**src/rtl/ip_mem_pkg.sv**
```systemverilog
// ip_mem shared constants: widths and the I/O page map.
// Also used by the LSU decoder.
package ip_mem_pkg;

  localparam int unsigned DATA_W = 32;
  localparam int unsigned ADDR_W = 16;
  localparam int unsigned PAGE_W = ADDR_W - 4;

  localparam logic [PAGE_W-1:0] SW_BASE  = 12'h780;
  localparam logic [PAGE_W-1:0] BTN_BASE = 12'h781;

  typedef enum logic [1:0] {
    SEL_NONE = 2'd0,
    SEL_SW   = 2'd1,
    SEL_BTN  = 2'd2
  } ip_sel_e;

  // Select a peripheral register from the 16-byte page number.
  function automatic ip_sel_e ip_decode(
    input logic [PAGE_W-1:0] page
  );
    ip_sel_e sel;
    sel = SEL_NONE;
    if (page == SW_BASE)
      sel = SEL_SW;
    else if (page == BTN_BASE)
      sel = SEL_BTN;
    return sel;
  endfunction

endpackage

```
**src/rtl/ip_mem_sync_2ff.sv**
```systemverilog
// sync_2ff: two-flop synchronizer for asynchronous inputs.
// Output is the second stage; clears synchronously on rst_i.
module sync_2ff
  import ip_mem_pkg::*;
(
  input  logic              clk_i,
  input  logic              rst_i,
  input  logic [DATA_W-1:0] d_i,
  output logic [DATA_W-1:0] q_o
);

  logic [DATA_W-1:0] meta_q;
  logic [DATA_W-1:0] sync_q;

  // Two back-to-back stages; reset wins over sampling.
  always_ff @(posedge clk_i) begin
    if (rst_i) begin
      meta_q <= '0;
      sync_q <= '0;
    end else begin
      meta_q <= d_i;
      sync_q <= meta_q;
    end
  end

  assign q_o = sync_q;

endmodule

```
**src/rtl/ip_mem.sv**
```systemverilog
// ip_mem: read-only switch/button page on the data bus.
// Inputs are synchronized; reads decode combinationally.
module ip_mem
  import ip_mem_pkg::*;
(
  input  logic              i_clk,
  input  logic              i_rst,
  input  logic [DATA_W-1:0] i_io_sw,
  input  logic [DATA_W-1:0] i_io_btn,
  input  logic [ADDR_W-1:0] i_ip_addr,
  output logic [DATA_W-1:0] o_ip_data
);

  logic [DATA_W-1:0] sw_q;
  logic [DATA_W-1:0] btn_q;
  ip_sel_e           sel;
  logic [3:0]        unused_addr_lo;

  sync_2ff u_sync_sw (
    .clk_i (i_clk),
    .rst_i (i_rst),
    .d_i   (i_io_sw),
    .q_o   (sw_q)
  );

  sync_2ff u_sync_btn (
    .clk_i (i_clk),
    .rst_i (i_rst),
    .d_i   (i_io_btn),
    .q_o   (btn_q)
  );

  // Byte offset within a page does not affect the read.
  assign unused_addr_lo = i_ip_addr[3:0];

  assign sel = ip_decode(i_ip_addr[ADDR_W-1:4]);

  // Read mux: unmapped pages return zero.
  always_comb begin
    o_ip_data = '0;
    case (sel)
      SEL_SW:  o_ip_data = sw_q;
      SEL_BTN: o_ip_data = btn_q;
      default: o_ip_data = '0;
    endcase
  end

endmodule

```
**config.mk**
```make
export PLATFORM = sky130hd
export DESIGN_NAME = ip_mem
export DESIGN_NICKNAME = d
export VERILOG_FILES = /design/src/rtl/ip_mem_pkg.sv /design/src/rtl/ip_mem_sync_2ff.sv /design/src/rtl/ip_mem.sv
export SDC_FILE = /design/constraint.sdc
export NUM_CORES = 1
export LEC_CHECK = 0
export ABC_AREA = 1
export ABC_CLOCK_PERIOD_IN_PS = 1000
export CORE_MARGIN = 3
export CORE_UTILIZATION = 40
export DETAILED_ROUTE_END_ITERATION = 12
export PLACE_DENSITY = 0.78
export SLEW_MARGIN = 20
export SYNTH_ARGS = -nofsm -noshare
export SYNTH_HDL_FRONTEND = slang
export SYNTH_SLANG_ARGS = --single-unit
```
**constraint.sdc**
```tcl
create_clock -name i_clk -period 1 [get_ports i_clk]
set_clock_uncertainty 0.2 [all_clocks]
set_input_delay 0.2 -clock i_clk [delete_from_list [all_inputs] [get_ports i_clk]]
set_output_delay 0.2 -clock i_clk [all_outputs]
set_load 0.02 [all_outputs]
```
# After elaboration in Yosys (flattened, before gate mapping)
# Index checks and enable logic that the tools add are counted.
[totals]
output_inout_bits = 32
reg_bits = 128
word_cells = 11
[classes]
eq_ne = 4
n_mux = 3
[op_table]
columns = ["op", "n"]
rows = [
  ["$pmux W32 S2", 1],
  ["$eq A12 B11 Y1 const B", 2],
  ["$mux W2", 2],
  ["$eq A2 B1 Y1 const B", 1],
  ["$eq A2 B2 Y1 const B", 1],
]

# Logic depth before layout (Yosys ltp)
[depth]
depth_word = 5
mapped_depth = 6

# By module
# A second synthesis with hierarchy kept.
[unflattened]
cells_unflattened = 535
hier_area_um2 = 4434.3
[modules_own_cells]
columns = ["module", "seq_area_each_um2", "cells_each", "n_inst", "area_each_um2"]
rows = [
  ["sync_2ff", 1281.2, 199, 2, 1840.5],
  ["ip_mem", 0.0, 137, 1, 753.2],
]

# Least setup slack after synthesis
# Ideal clock, no wire load.
[synth_timing]
kind = "input port to output port"
start = "input i_ip_addr[8]"
end = "output o_ip_data[10]"
arrival_time_ps = 901
stages = 6
path_slack_ps = -301
n_path_buf = 1
required_time_ps = 600
path_cell_list = "inv_1 > nand2_2 > nor2_8 > buf_8 > nand4_1 > nand2_1"
[synth_via]
elab_chain_cells = 5
word_cells_on_any_way = 7
cone_classes = "eq/ne (4); mux (3)"
[synth_lines]
columns = ["element", "line", "text"]
rows = [
  ["start: declaration", "ip_mem.sv:10", "input logic [ADDR_W-1:0] i_ip_addr,"],
  ["$eq A12 B11 Y1", "ip_mem_pkg.sv:26", "else if (page == BTN_BASE)"],
  ["$mux W2", "ip_mem_pkg.sv:26", ""],
  ["$mux W2 (*)", "ip_mem_pkg.sv:24", "if (page == SW_BASE)"],
  ["$eq A2 B2 Y1 / $eq A2 B1 Y1 (equally long branches)", "ip_mem.sv:41", "case (sel)"],
  ["$pmux W32 S2 (*)", "ip_mem.sv:41", ""],
  ["end: declaration", "ip_mem.sv:11", "output logic [DATA_W-1:0] o_ip_data"],
]
# Every way passes the cells marked *; elsewhere a longest branch is shown, timed or not.

# Worst setup path in the final report
[layout_timing]
start = "register u_sync_sw.sync_q[30] (netlist: u_sync_sw.q_o[30])"
end = "output o_ip_data[30]"
[layout_via]
elab_chain_cells = 1
[layout_lines]
columns = ["element", "line", "text"]
rows = [
  ["start: declaration", "ip_mem_sync_2ff.sv:13", "logic [DATA_W-1:0] sync_q;"],
  ["start signal: assignment", "ip_mem_sync_2ff.sv:22", "sync_q <= meta_q;"],
  ["$pmux W32 S2", "ip_mem.sv:41", ""],
]
# No other way between the ends.

==> metrics.md <==
| Metric | Value |
|---|---|
| Switching share of power | 21.2% |
| Flops & latches, synth | 128 |
| # rows | 37 |
| Pwr Density | 1810 nW/um^2 |
| DRT iter0 DRCs | 301 |
| Largest net degree at the start of global routing | 42 |
| Final worst-path cycle share | 171% |
| Synthesized area | 4440 sq um |
| Slew of the pin with the lowest slew margin | 294 ps |
| Top Ports | 114 |
| Die X | 111 um |
| Post-synthesis sequential area ratio | 57.7% |
| CTS root buf | clkbuf_8 |
| Routed vias/inst | 4.84 |
| Max-slew headroom | 80.4% |
| DRT Pass-1 Iters | 6 |
| Worst-Skew Late Latency | 510 ps |
| Largest family of logic cells by synthesized area | simple AND/OR/NAND/NOR gates |
| Biggest area consumer among synthesized cells | dfxtp_1 |
| Worst Hold Slack | -100 ps |
| Post-Layout Cell Count | 822 |
| GP Congestion | 0.822 |
| Logic pwr share | 7.7% |
| Initial antenna violation count | 0 |
| Drt wl/cell | 17.0 um |
| Storage cell area | 2570 sq um |
| Most common cell in the netlist | inv_1 |
| TritonCTS clock tree | yes |
| Final TNS setup | -20030 ps |
| GR Overflow Total | 0 |
| Hold Vio Cnt, Final | 127 |
| Final setup fails | 32 |
| CORE AREA | 10600 sq um |
| Total power | 12.8 mW |
| Finished Core Util | 66.9% |
| # DRC | 0 |
| Die area | 12400 sq um |
| Critical path required time | 600 ps |
| Failing checks | negative hold slack, negative setup slack |
| Vias in the first global route | 4375 |
| Main synth FF type | dfxtp_1 |
| Most instantiated cells after synthesis | 134 x inv_1, 128 x dfxtp_1, 128 x nor2_1 |
| Number of flops mapped to enable cells by yosys | 0 |
| Fin crit period | 1710 ps |
| Worst IR Drop VDD | 904 uV |
| Fillers | 767 |
| RSZ-0062 raised after global routing | yes |
| Global-route wire length before repair | 22.9 mm |
| Syn Nets | 613 |
| Worst Setup Slack, final | -705 ps |
| Synth Area in Compound Gates | 0% |
| Place WS | -1460 ps |
| Mean Syn Cell Area | 8.36 sq um |
| Max Fclk | 587 MHz |
| Yosys warns | 0 |
| Multi-input logic area | 1220 sq um |
| Vias post-DR | 3977 |
| Post-synthesis cell count | 531 |
| Adder-cell area share of the yosys netlist | 0% |
| CTS sink cnt | 128 |
| Status | finished with violations |
| Sw power | 2.71 mW |
| Layout cells sized above 1 | 25.9% |
| Max FO, Critical Path | 1 |
| P_int | 10.1 mW |
| Number of port buffers | 109 |
| NumNets Final | 756 |
| Max-slew violations | 0 |
| WS Path Type | flop to primary output |
| Initial Util | 42.1% |
| Synth top area cells | dfxtp_1 58%, inv_1 11%, nor2_1 11%, nand4_1 9.0%, buf_6 3.0% |
| Diodes inserted | 0 |
| GRT Total Usage | 23.6% |
| Synth Area in Simple Gates | 24.8% |
| Clock transition at path regs | 60 ps |
| HPWL Detailed | 6.79 mm |
| Multiplexer share of the synthesized area | 0% |
| # Max-Cap Violations | 0 |
| Synth top area share | 57.7% |
| Hold WC Path Type | primary input to flop |
| Max Root-Sink Buffers | 2 |
| Inserted Clock Buffers | 17 |
| Clk pwr share | 49.7% |
| Area after DPL | 5770 sq um |
| Post-route cell area | 7060 sq um |
| CP Data Arrival Time | 1310 ps |
| WL final | 14.0 mm |
| Detail Route Antenna Nets | 0 |
| Crit end category | primary output |
| Leak Pwr | 3.40 nW |
| Die Ht | 111 um |
| DP Cell Count | 756 |
| Post-Synth XOR/XNOR Area | 0% |
| Flop pwr share | 42.6% |
| Critical Path Start Type | flop |
| Post-synthesis async set-or-reset flop share | 0% |
| H-tree depth | 4 |
| Library cells used by synthesis | 12 |
| Synthesis-to-finish area growth | 59.1% |
[per-layer routing]
| layer | vias to the layer above | share of wire [%] | global-route usage, % |
|---|---|---|---|
| met3 | 64 | 8.5 | 6.74 |
| met5 | - | 0 | 0 |
| met4 | 0 | 4.5 | 13.5 |
| met2 | 234 | 49 | 39.8 |
| met1 | 1814 | 38 | 26.6 |
| li1 | 1865 | - | - |
[worst max-delay path, stage by stage (launching register included)]
cell     delay, ps
dfxtp_2        330
nand4_1        180
nand2_2        150
buf_6          120
[path summary, 6_finish.rpt]
kind / startpoint / endpoint / slack, ps / cells after the start
min reg2reg: u_sync_btn.meta_q[8]$_SDFF_PP0_ / u_sync_btn.q_o[8]$_SDFF_PP0_ / 200 / 2
max reg2reg: u_sync_sw.meta_q[3]$_SDFF_PP0_ / u_sync_sw.q_o[3]$_SDFF_PP0_ / 190 / 2
min: i_rst / u_sync_btn.meta_q[16]$_SDFF_PP0_ / -100 / 3
max: u_sync_sw.q_o[30]$_SDFF_PP0_ / o_ip_data[30] / -710 / 3
[state kept, by name, summed over array words and instances, names as in the netlist]
register,count
u_sync_btn.meta_q,32
u_sync_btn.q_o,32
u_sync_sw.meta_q,32
u_sync_sw.q_o,32
[cells by family (layout without fill, tap and decap cells)]
kind of cell           Yosys count  after routing
buffers and inverters          168            323
flip-flops                     128            128
AND/OR/NAND/NOR                235            235
[layout by cell type, fill, tap and decap left out, types with 6 or more instances in the layout]
cell type	synthesis	final
nand4_1	64	64
dfxtp_2	0	6
clkbuf_16	0	16
nand2_2	5	34
dfxtp_1	128	122
buf_6	12	54
nor2_1	128	128
clkdlybuf4s50_1	0	64
buf_12	0	15
buf_16	0	11
inv_1	134	128
[area by class of cell]
class	count	area share (%)
clock inverter	10	2.25
timing repair buffer	156	27.6
clock buffer	21	6.36
tap	136	2.41
inverter	136	7.67
sequential	128	36.4
multi-input combinational	235	17.3
[power groups by stage]
stage | logic, mW | registers, mW | clock network (mW)
2_1_floorplan | 0.379 | 5.50 | 0
3_3_place_gp | 0.762 | 5.52 | 0
3_5_place_dp | 0.779 | 5.52 | 0
4_1_cts | 0.995 | 5.42 | 6.34
5_1_grt | 1.06 | 5.45 | 6.62
6_report | 0.981 | 5.43 | 6.35
[repair_timing]
item / 4_1_cts / 5_1_grt
pin swaps: 66 / 67
buffers inserted: 25 / 5
endpoints found under the hold margin: 128 / 125
gates cloned: 18 / 0
setup endpoints to repair: 32 / 32
resized for setup: 285 / 18
No activity file was read; power rests on OpenSTA's default activity.
